`config.mk`:
```
export PLATFORM = sky130hd
export DESIGN_NAME = bcd_entry_ctrl
export DESIGN_NICKNAME = d
export VERILOG_FILES = /design/src/rtl/bcd_entry_ctrl.sv
export SDC_FILE = /design/constraint.sdc
export NUM_CORES = 1
export LEC_CHECK = 0
export BUFFER_PORTS_ARGS = -buffer_cell sky130_fd_sc_hd__buf_2
export CAP_MARGIN = 5
export CORE_UTILIZATION = 60
export CTS_CLUSTER_DIAMETER = 30
export DETAILED_ROUTE_END_ITERATION = 7
export GPL_ROUTABILITY_DRIVEN = 0
export PLACE_DENSITY = 0.86
export SLEW_MARGIN = 10
export SYNTH_ARGS = -nofsm -noshare
export SYNTH_HDL_FRONTEND = slang
export SYNTH_SLANG_ARGS = --single-unit
```
`constraint.sdc`:
```
create_clock -name clk -period 5.7 [get_ports clk]
set_clock_uncertainty 0.05 [all_clocks]
set_input_delay 0.285 -clock clk [delete_from_list [all_inputs] [get_ports clk]]
set_output_delay 0.285 -clock clk [all_outputs]
set_load 0.02 [all_outputs]
```
`src/rtl/bcd_entry_ctrl.sv`:
```
// bcd_entry_ctrl: debounced BCD keypad entry committing alternately into two operand registers
module bcd_entry_ctrl #(
  parameter int DIGITS = 3,
  parameter int SIGNED = 1,
  parameter int DEBOUNCE = 500000,
  parameter int BLINK_DIV = 25000000,
  localparam int CW = $clog2(DIGITS + 1)
) (
  input  logic              clk,
  input  logic              rst,
  input  logic              key_enter,
  input  logic              key_back,
  input  logic [3:0]        digit_in,
  input  logic              sign_in,
  output logic [4*DIGITS-1:0] val_a,
  output logic              neg_a,
  output logic [4*DIGITS-1:0] val_b,
  output logic              neg_b,
  output logic              target,
  output logic [CW-1:0]     cursor,
  output logic [4*DIGITS-1:0] disp,
  output logic              disp_neg,
  output logic              done,
  output logic              err
);
  localparam int W = 4 * DIGITS;
  localparam int DW = $clog2(DEBOUNCE + 1);
  localparam int BW = $clog2(BLINK_DIV + 1);
  localparam logic [DW-1:0] DB_END = DW'(DEBOUNCE - 1);
  localparam logic [BW-1:0] BL_END = BW'(BLINK_DIV - 1);
  localparam logic [CW-1:0] LAST = CW'(DIGITS - 1);
  logic [1:0] s1_q, s2_q, db_q, db_d, p_q, p_d;
  logic [DW-1:0] cnt_q [2];
  logic [DW-1:0] cnt_d [2];
  logic [BW-1:0] bc_q, bc_d;
  logic blink_q, blink_d;
  logic [W-1:0] sh_q, sh_d, va_q, va_d, vb_q, vb_d;
  logic na_q, na_d, nb_q, nb_d, tgt_q, tgt_d, done_q, done_d, err_q, err_d;
  logic [CW-1:0] cur_q, cur_d;
  logic p_enter, p_back, p_any;
  assign p_enter = p_q[0];
  assign p_back = p_q[1];
  assign p_any = p_enter | p_back;
  always_comb begin
    for (int k = 0; k < 2; k++) begin
      cnt_d[k] = (s2_q[k] == db_q[k] || cnt_q[k] == DB_END) ? '0 : cnt_q[k] + 1'b1;
      db_d[k] = (s2_q[k] != db_q[k] && cnt_q[k] == DB_END) ? s2_q[k] : db_q[k];
      p_d[k] = db_d[k] & ~db_q[k];
    end
  end
  always_comb begin
    bc_d = (p_any || bc_q == BL_END) ? '0 : bc_q + 1'b1;
    blink_d = p_any ? 1'b1 : (bc_q == BL_END) ? ~blink_q : blink_q;
  end
  always_comb begin
    sh_d = sh_q;
    cur_d = cur_q;
    tgt_d = tgt_q;
    va_d = va_q;
    vb_d = vb_q;
    na_d = na_q;
    nb_d = nb_q;
    done_d = 1'b0;
    err_d = 1'b0;
    if (p_back) begin
      if (cur_q != '0) begin
        cur_d = cur_q - 1'b1;
        sh_d[4*(cur_q - 1'b1) +: 4] = 4'd0;
      end
    end else if (p_enter) begin
      if (digit_in > 4'd9) err_d = 1'b1;
      else begin
        sh_d[4*cur_q +: 4] = digit_in;
        if (cur_q != LAST) cur_d = cur_q + 1'b1;
        else begin
          if (tgt_q) begin
            vb_d = sh_d;
            nb_d = sign_in & (SIGNED != 0);
          end else begin
            va_d = sh_d;
            na_d = sign_in & (SIGNED != 0);
          end
          sh_d = '0;
          cur_d = '0;
          tgt_d = ~tgt_q;
          done_d = 1'b1;
        end
      end
    end
  end
  always_ff @(posedge clk or negedge rst)
    if (!rst) begin
      s1_q <= '0;
      s2_q <= '0;
      db_q <= '0;
      p_q <= '0;
      cnt_q[0] <= '0;
      cnt_q[1] <= '0;
      bc_q <= '0;
      blink_q <= 1'b1;
      sh_q <= '0;
      va_q <= '0;
      vb_q <= '0;
      na_q <= 1'b0;
      nb_q <= 1'b0;
      tgt_q <= 1'b0;
      cur_q <= '0;
      done_q <= 1'b0;
      err_q <= 1'b0;
    end else begin
      s1_q <= {key_back, key_enter};
      s2_q <= s1_q;
      db_q <= db_d;
      p_q <= p_d;
      cnt_q[0] <= cnt_d[0];
      cnt_q[1] <= cnt_d[1];
      bc_q <= bc_d;
      blink_q <= blink_d;
      sh_q <= sh_d;
      va_q <= va_d;
      vb_q <= vb_d;
      na_q <= na_d;
      nb_q <= nb_d;
      tgt_q <= tgt_d;
      cur_q <= cur_d;
      done_q <= done_d;
      err_q <= err_d;
    end
  for (genvar i = 0; i < DIGITS; i++) begin : g_disp
    assign disp[4*i +: 4] = (CW'(i) < cur_q) ? sh_q[4*i +: 4] :
                            (CW'(i) == cur_q && blink_q && digit_in <= 4'd9) ? digit_in : 4'hF;
  end
  assign disp_neg = sign_in & (SIGNED != 0);
  assign val_a = va_q;
  assign val_b = vb_q;
  assign neg_a = na_q;
  assign neg_b = nb_q;
  assign target = tgt_q;
  assign cursor = cur_q;
  assign done = done_q;
  assign err = err_q;
endmodule

```
# --- Word-level counts from Yosys, hierarchy flattened ---
# Cells that the tools add are included.
classes:
  reduce_logical: 19
  muxes: 32
  n_lt_le_gt_ge: 5
  add_sub_neg: 8
  shifts: 4
  n_bitwise: 10
  n_eq_ne: 12
ops:
  columns: ["op", "n"]
  rows:
  - ["$shift 4x34->12 const A", 2]
  - ["$mux 12", 5]
  - ["$add 19x1->19 const B", 2]
  - ["$eq 19x19->1 const B", 2]
  - ["$mux 19", 2]
  - ["$neg 32->34", 1]
  - ["$neg 4->34", 1]
  - ["$shiftx 4x34->12", 1]
  - ["$shiftx 4x34->12 const A", 1]
  - ["$add 25x1->25 const B", 1]
  - ["$eq 25x25->1 const B", 1]
  - ["$mux 25", 1]
  - ["$bwmux 12", 2]
  - ["$mux 4", 6]
  - ["$mux 1", 11]
  - ["$mux 2", 5]
  - ["$reduce_and 5->1", 2]
  - ["$logic_and 1x1->1", 8]
  - ["$not 1->1", 7]
  - ["$reduce_bool 2->1", 3]
  - ["$gt 4x4->1 const B", 1]
  - ["$le 4x4->1 const B", 1]
  - ["$lt 1x2->1 const A", 2]
  - ["$ne 2x2->1 const B", 2]
  - ["15 further kinds", 20]
totals:
  ff_bits: 115
  elab_cells: 107
  out_inout_bits: 44

# --- Logic depth before layout (Yosys ltp) ---
# Gate-level depths: netlist (run 1).
logic_depth:
  depth_word: 7
  depth_mapped: 8
  ltp_nobuf: 6

# --- Worst setup path after synthesis (run 1) ---
# Ideal clock, no wire load.
synth_path:
  kind: "register -> register"
  startpoint: "register cur_q[0], in the netlist cursor[0]"
  endpoint: "register sh_q[5]"
  setup_ns: 0.066
  period_less_slack_ns: 2.204
  arrival_time_ns: 2.088
  required_ns: 5.584
  n_path_buf: 1
  path_stages_with_launch: 7
  slack_ns: 3.496
  cell_sequence: "dfrtp_1 inv_1 ha_1 clkbuf_1 nor4b_1 and3_1 a22o_1"
synth_via:
  elab_chain_len: 7
  elab_cells_between_ends: 18
synth_rtl:
  columns: ["element", "line", "source"]
  rows:
  - ["start, declared", "39", "logic [CW-1:0] cur_q, cur_d;"]
  - ["start signal, assigned", "125", "cur_q <= cur_d;"]
  - ["branches (longest 7 deep; another with $neg 32->34)", null, null]
  - ["end signal, assigned", "101", "sh_q <= '0;"]
  - ["end signal, assigned", "119", "sh_q <= sh_d;"]
  - ["end, declared", "37", "logic [W-1:0] sh_q, sh_d, va_q, va_d, vb_q, vb_d;"]
# Parallel ways; which one is timed is not known. The select of a mux whose other input is x is not followed.
# A chain may end at the register's enable or synchronous reset.

# --- Worst setup path in the final report (run 1) ---
layout_path:
  startpoint: "register cur_q[0], in the netlist cursor[0]"
  endpoint: "output port disp[8]"
layout_via:
  elab_chain_len: 5
  elab_cells_between_ends: 6
layout_rtl:
  columns: ["element", "line", "source"]
  rows:
  - ["$eq 2x2->1", "131", "(CW'(i) == cur_q && blink_q && digit_in <= 4'd9) ? digit_in : 4'hF;"]
  - ["$logic_and 1x1->1 (2 in a row)", "131", null]
  - ["$mux 4", "131", null]
  - ["$mux 4 *", "130", "assign disp[4*i +: 4] = (CW'(i) < cur_q) ? sh_q[4*i +: 4] :"]
  - ["end, declared", "21", "output logic [4*DIGITS-1:0] disp,"]
# Mark *: on every way between the ends. The rest lies on a longest branch, timed or not.

==> results.yml, run 1 <==
synth:
  synth_seq_area_share: 0.514
  post_synth_top_area_share: 0.509
  yosysWarningCount: 0
  postSynthNetCount: 592
  yosys-top-cells-area: "dfrtp_1 (51%), nor2_1 (4.6%), xnor2_1 (3.9%)"
  synth_flop_cell: "dfrtp_1"
  synth.largest_area_cell: "dfrtp_1"
  synthesis.area_per_instance_um2: 9.77
  synth-seq-cells: 115
  asyncSetResetFlopFracSynth: 1.00
  synthesis.instances: 573
  edff_count_synth: 0
  yosysUniqueCellTypes: 51
  netlist_area_mm2: 0.00560
power_and_ir_drop:
  total_power_mw: 1.87
  leakage_nw: 2.89
  max-vdd-ir-drop_v: 0.000208
  power-per-cell-area_mw_per_mm2: 287
global_route:
  wire_length_of_the_first_global_routing_pass_mm: 21.3
  met3_usage: 0.0589
  overflow: 0
  global_route.peak_usage_layer: "met2"
  groute.layer.met2.usage: 0.460
  grt_start_max_net_pins: 60
  via_count_of_the_first_global_routing_pass: 4588
  antenna_violations_before_repair: 0
  globalRouteMet1Util: 0.343
  global_route.usage.total: 0.278
clock_network:
  tritoncts: "yes"
  setup_repair_bufs_after_cts: 0
  clk-insertion-delay-late_ns: 0.51
  cts_buffers: 17
  clock_sink_count: 115
  htree_levels: 4
  ctsRootBufferMaster: "clkbuf_8"
  cts.clk_slew.worst_paths_ns: 0.05
  post_cts_resize_count: 0
  cts.path.max_buffers: 2
critical_path:
  timing.critical_path.cells: "inv_1 -> ha_1 -> nand3_1 -> nor3_1 -> a21oi_1 -> buf_2"
  reg2reg_depth: 6
  criticalPathCategory: "flop to output pin"
  critical_path.max_stage_delay_ns: 0.47
  worst_ep_required_time_ns: 5.37
  worst-endpoint-arrival_ns: 2.32
  critical_path.endpoint_type: "output pin"
  cpMaxStageDelayCell: "dfrtp_1"
  start_kind: "flop"
  critical_path.max_fanout: 12
route:
  drt-wirelength-per-cell_um: 16.5
  post_drt_via_cell_ratio: 6.12
  vias: 4561
  final_antenna_net_count: 0
  initialDrtViolationCount: 182
  postRouteWirelength_mm: 12.3
  dr_drc_count: 0
  drt-pass1-iter-count: 5
min_path:
  whs_path_depth: 2
  worstHoldPathType: "input port to flop"
timing:
  worst_slew_margin_rel: 0.260
  share_of_the_cycle_needed_by_the_critical_path_after_routing: 0.466
  worst_slew_pin_slew_ns: 1.10
  min_period_ns: 2.66
  finalSetupViolations: 0
  timing.final.ws_setup_ns: 3.04
  hold_ws_ns: 0.0663
  grt_setup_unrepaired: "false"
  max_freq_mhz: 376
  fin_setup_tns_ns: 0
  drv_slew: 0
  hold_violations: 0
floorplanning:
  io_pins: 53
  design.die.area_mm2: 0.00972
  floorplan.initialDensity: 0.630
  fp-row-count: 34
  fp.dieH_um: 98.6
  placeableCoreArea_mm2: 0.00889
  die_width_um: 98.6
placed_design:
  numPortBuffers: 52
  dp.cells: 710
  post_place_worst_slack_ns: 3.21
  hpwlAfterDp_mm: 7.91
final_layout:
  non_filler_instance_count_after_layout: 745
  layout.nets: 644
  antenna_cells: 0
  area_growth_syn_to_layout_pct: 16.2
  drive_gt1_frac: 0.159
run:
  drv.max_cap_violation_count: 0
run_status:
  status: "complete, no violations"
## stage by stage
step,util,instance area [um^2]
finish,0.732,6510
global route,0.732,6510
CTS,0.731,6500
detailed placement,0.663,5900
global placement,0.663,5900
floorplan,-,5600
## power by group
part	switching [mW]	internal [mW]	leakage, nW
Sequential	0.00737	0.824	1.56
Combinational	0.0348	0.0129	1.06
Clock	0.359	0.629	0.278
## worst max-delay path: cells and delay by family (launching register included)
family | cells | cell delay (ns)
simple gates | 2 | 0.44
flops | 1 | 0.47
buf+inv | 2 | 0.39
compound gates | 1 | 0.08
fa+ha+maj | 1 | 0.44
## flip-flops by register name (all words and copies together) (netlist names)
register,cells
cnt_q,38
bc_q,25
sh_q,12
val_a,12
val_b,12
cursor,2
db_q,2
p_q,2
s1_q,2
s2_q,2
blink_q,1
done,1
err,1
neg_a,1
neg_b,1
target,1
## layout by cell type, fill, tap and decap left out, types with 4 or more instances in the layout
cell type	netlist	layout
a31oi_1	10	10
nor2_1	69	69
clkinv_2	0	5
nor4b_1	4	4
inv_1	20	20
or4_1	8	8
dfrtp_1	114	114
o21ai_0	23	23
clkbuf_16	0	16
ha_1	10	10
and3_1	6	6
or3_1	8	8
o21ai_1	14	14
nor2b_1	12	12
clkbuf_8	0	6
a21oi_1	23	23
nor3_1	14	14
o21a_1	4	4
and2_1	4	4
nor4_1	10	10
a22o_1	8	8
o31ai_1	6	6
dlygate4sd3_1	0	4
xnor2_1	25	25
buf_2	10	51
nand4_1	19	19
a22oi_1	4	4
nand3_1	29	29
nand2_1	43	43
and4_1	8	8
xor2_1	21	21
## routing by layer
metal / up-vias / part of all wire
met5: - / 0
met4: 0 / 0.027
met3: 36 / 0.054
met2: 187 / 0.50
met1: 2208 / 0.42
li1: 2130 / -
## final timing paths
| check | start | slack [ns] | endpoint |
|---|---|---|---|
| worst max-delay path | cursor[0] | 3.04 | disp[8] |
| worst min-delay path | digit_in[0] | 0.07 | sh_q[4] |
| min in group asynchronous | rst | 0.32 | val_a[0] |
| worst min register to register | s1_q[1] | 0.30 | s2_q[1] |
| worst max register to register | cursor[0] | 3.09 | val_b[10] |
| max in group asynchronous | rst | 4.13 | cnt_q[29] |
## synth_stat cells, types with 3 or more instances
master      n
or3_1       8
o21ai_1    14
and4_1      8
clkbuf_1   12
o21ai_0    23
xor2_1     21
o31ai_1     6
xnor2_1    25
o21a_1      4
a22o_1      8
and2_1      4
nand4_1    19
nand2_1    43
or2_2       3
mux2_2      3
nor2_1     69
a21oi_1    23
and3_1      6
a22oi_1     4
nand3_1    29
inv_1      20
nor4_1     10
nor4b_1     4
or4_1       8
nor2b_1    12
a31oi_1    10
dfrtp_1   114
buf_2      10
ha_1       10
nor3_1     14
## cell families after synthesis
group,synth area share
AND/OR/NAND/NOR,0.237
XOR/XNOR,0.0720
flip-flops,0.514
buffers and inverters,0.0340
multiplexers,0.0125
AO/OA/AOI/OAI,0.108
adder cells (fa/ha/maj),0.0223
## cell type report
type | instances | area [um^2]
Tap cell | 108 | 135
Multi-Input combinational cell | 413 | 2540
Fill cell | 609 | 2380
Clock inverter | 9 | 78.8
Timing Repair Buffer | 58 | 318
Inverter | 20 | 75.1
Sequential cell | 115 | 2880
Clock buffer | 22 | 483
## repair_timing
item,CTS,global route
hold buffers,4,0
hold endpoints to repair,61,0
endpoints found under the setup margin,0,0
Power figures use the tool's default switching activity.
==> run 2: changes to the inputs <==
--- a/config.mk
+++ b/config.mk
@@ -7,11 +7,11 @@
 export LEC_CHECK = 0
 export BUFFER_PORTS_ARGS = -buffer_cell sky130_fd_sc_hd__buf_2
 export CAP_MARGIN = 5
-export CORE_UTILIZATION = 60
+export CORE_UTILIZATION = 59
 export CTS_CLUSTER_DIAMETER = 30
 export DETAILED_ROUTE_END_ITERATION = 7
 export GPL_ROUTABILITY_DRIVEN = 0
-export PLACE_DENSITY = 0.86
+export PLACE_DENSITY = 0.84
 export SLEW_MARGIN = 10
 export SYNTH_ARGS = -nofsm -noshare
 export SYNTH_HDL_FRONTEND = slang
==> constraint.sdc (replaced) <==
create_clock -name clk -period 2.7 [get_ports clk]
set_clock_uncertainty 0.05 [all_clocks]
set_input_delay 0.135 -clock clk [delete_from_list [all_inputs] [get_ports clk]]
set_output_delay 0.135 -clock clk [all_outputs]
set_load 0.02 [all_outputs]
==> run 2 against run 1 <==
Compared with the run above:
- hold slack improved by 0.067 ns
- clock power rose by 130%
- via count rose by 1.2%
- setup slack got worse by 2.9 ns
- first-iteration DRC count rose by 21%
- final area rose by 2.5%
- final cell count rose by 2.1%
- sequential power rose by 110%
- critical path depth did not move
- register-to-register slack got worse by 2.8 ns
- core utilization fell by 0.66 points
- die area rose by 1.7%
==> results.yml, run 2 (synthesis gave the netlist of run 1 again) <==
final_layout:
  layout.nets: 657
  area_growth_syn_to_layout_pct: 19.1
  layout.cells.most_common_list: "dfrtp_1 (114), nor2_1 (69), buf_2 (51)"
  largest_register: "cnt_q"
  leading_cell_type_in_the_layout_fill_and_taps_excluded: "dfrtp_1"
  largest_registers: "cnt_q x38, bc_q x25"
  largest_register_ffs: 38
  utilization: 0.725
  fill_cells: 612
  antenna_cells: 0
  drive_gt1_frac: 0.168
power_and_ir_drop:
  leakage_nw: 2.97
  max-vdd-ir-drop_v: 0.000348
  power-per-cell-area_mw_per_mm2: 615
route:
  post_drt_via_cell_ratio: 6.07
  drt-pass1-iter-count: 5
  postRouteWirelength_mm: 12.6
  drt-wirelength-per-cell_um: 16.6
  dr_drc_count: 0
  final_antenna_net_count: 0
  vias: 4618
  initialDrtViolationCount: 220
critical_path:
  worst-endpoint-arrival_ns: 2.36
  critical_path.n_buffers_inverters: 2
  cpMaxStageDelayCell: "dfrtp_1"
  start_kind: "flop"
  criticalPathCategory: "flop to output pin"
  worst_ep_required_time_ns: 2.52
  critical_path.max_fanout: 12
  critical_path.endpoint_type: "output pin"
  reg2reg_depth: 6
  crit_family: "flip-flops"
  rrSetupSlack_ns: 0.34
  r2r_end: "val_b[8]"
  critical_path.max_stage_delay_ns: 0.49
  worstReg2RegStart: "cursor[0]"
  worst_setup_path_startpoint: "cursor[0]"
  timing.critical_path.cells: "inv_1 -> ha_1 -> nand3_1 -> nor3_1 -> a21oi_1 -> buf_2"
clock_network:
  clock_sink_count: 115
  clk-insertion-delay-late_ns: 0.52
  cts_buffers: 17
  ctsRootBufferMaster: "clkbuf_8"
  tritoncts: "yes"
  cts.clk_slew.worst_paths_ns: 0.05
  htree_levels: 4
  setup_repair_bufs_after_cts: 0
  cts.path.max_buffers: 2
global_route:
  wire_length_of_the_first_global_routing_pass_mm: 21.3
  global_route.usage.total: 0.276
  grt_start_max_net_pins: 59
  via_count_of_the_first_global_routing_pass: 4491
  overflow: 0
  antenna_violations_before_repair: 0
floorplanning:
  fp.dieH_um: 99.4
  die_width_um: 99.4
  fp-row-count: 35
  placeableCoreArea_mm2: 0.00920
  floorplan.initialDensity: 0.609
  io_pins: 53
  design.die.area_mm2: 0.00988
placed_design:
  numPortBuffers: 52
  hpwlAfterDp_mm: 8.09
timing:
  grt_setup_unrepaired: "false"
  finalSetupViolations: 0
  worst_slew_margin_rel: 0.572
  share_of_the_cycle_needed_by_the_critical_path_after_routing: 0.943
  hold_ws_ns: 0.134
  min_period_ns: 2.55
  hold_violations: 0
  fin_setup_tns_ns: 0
  worst_slew_pin_slew_ns: 0.636
  max_freq_mhz: 393
  drv_slew: 0
run_status:
  status: "complete, no violations"
run:
  drv.max_cap_violation_count: 0
min_path:
  worstHoldPathType: "input port to asynchronous set/reset pin"
[run 2: through the flow]
stage / setup WS (ns) / total power [mW] / cell area (um^2) / cells
global placement: 0.428 / 1.88 / 5970 / 721
floorplan: 0.496 / 1.82 / 5600 / 573
finish: 0.153 / 4.10 / 6670 / 761
detailed placement: 0.274 / 1.89 / 5970 / 721
CTS: 0.198 / 4.13 / 6660 / 761
global route: 0.0224 / 4.22 / 6670 / 761
[run 2: worst max path at each step]
stage	to	slack [ns]	cells past startpoint
floorplan	sh_q[5]	0.50	6
global placement	val_b[8]	0.43	6
detailed placement	val_b[8]	0.27	6
CTS	disp[6]	0.20	5
global route	disp[1]	0.02	5
finish	disp[9]	0.15	6
[run 2: area by class of cell]
class	count	area (um^2)	area share
Tap cell	111	139	0.0208
Multi-Input combinational cell	413	2540	0.380
Clock inverter	9	128	0.0191
Inverter	20	75.1	0.0113
Sequential cell	115	2880	0.432
Timing Repair Buffer	71	440	0.0660
Clock buffer	22	473	0.0709
[run 2: report_power, final]
| part | switching, mW | leakage [nW] | total [mW] | internal (mW) |
|---|---|---|---|---|
| Clock | 0.742 | 0.289 | 2.23 | 1.49 |
| Sequential | 0.0145 | 1.56 | 1.76 | 1.74 |
| Combinational | 0.0741 | 1.13 | 0.111 | 0.0373 |
| Total | 0.830 | 2.97 | 4.10 | 3.27 |
[run 2: timing repair]
item | CTS | global route
endpoints found under the setup margin | 0 | 3
hold buffers | 9 | 0
resized for setup | 0 | 1
hold endpoints to repair | 123 | 0
[run 2: metal layers]
layer	global-route usage	routed length, um
met5	0	0
met4	0.118	246
met3	0.0583	708
met2	0.446	6190
met1	0.365	5480
[run 2: worst register-to-register path: stages, from the launching register on]
cell and delay, ns:
dfrtp_1 0.53, inv_1 0.19, ha_1 0.47, nor4b_2 0.56
nand3_1 0.14, o21a_1 0.14, o21ai_0 0.19
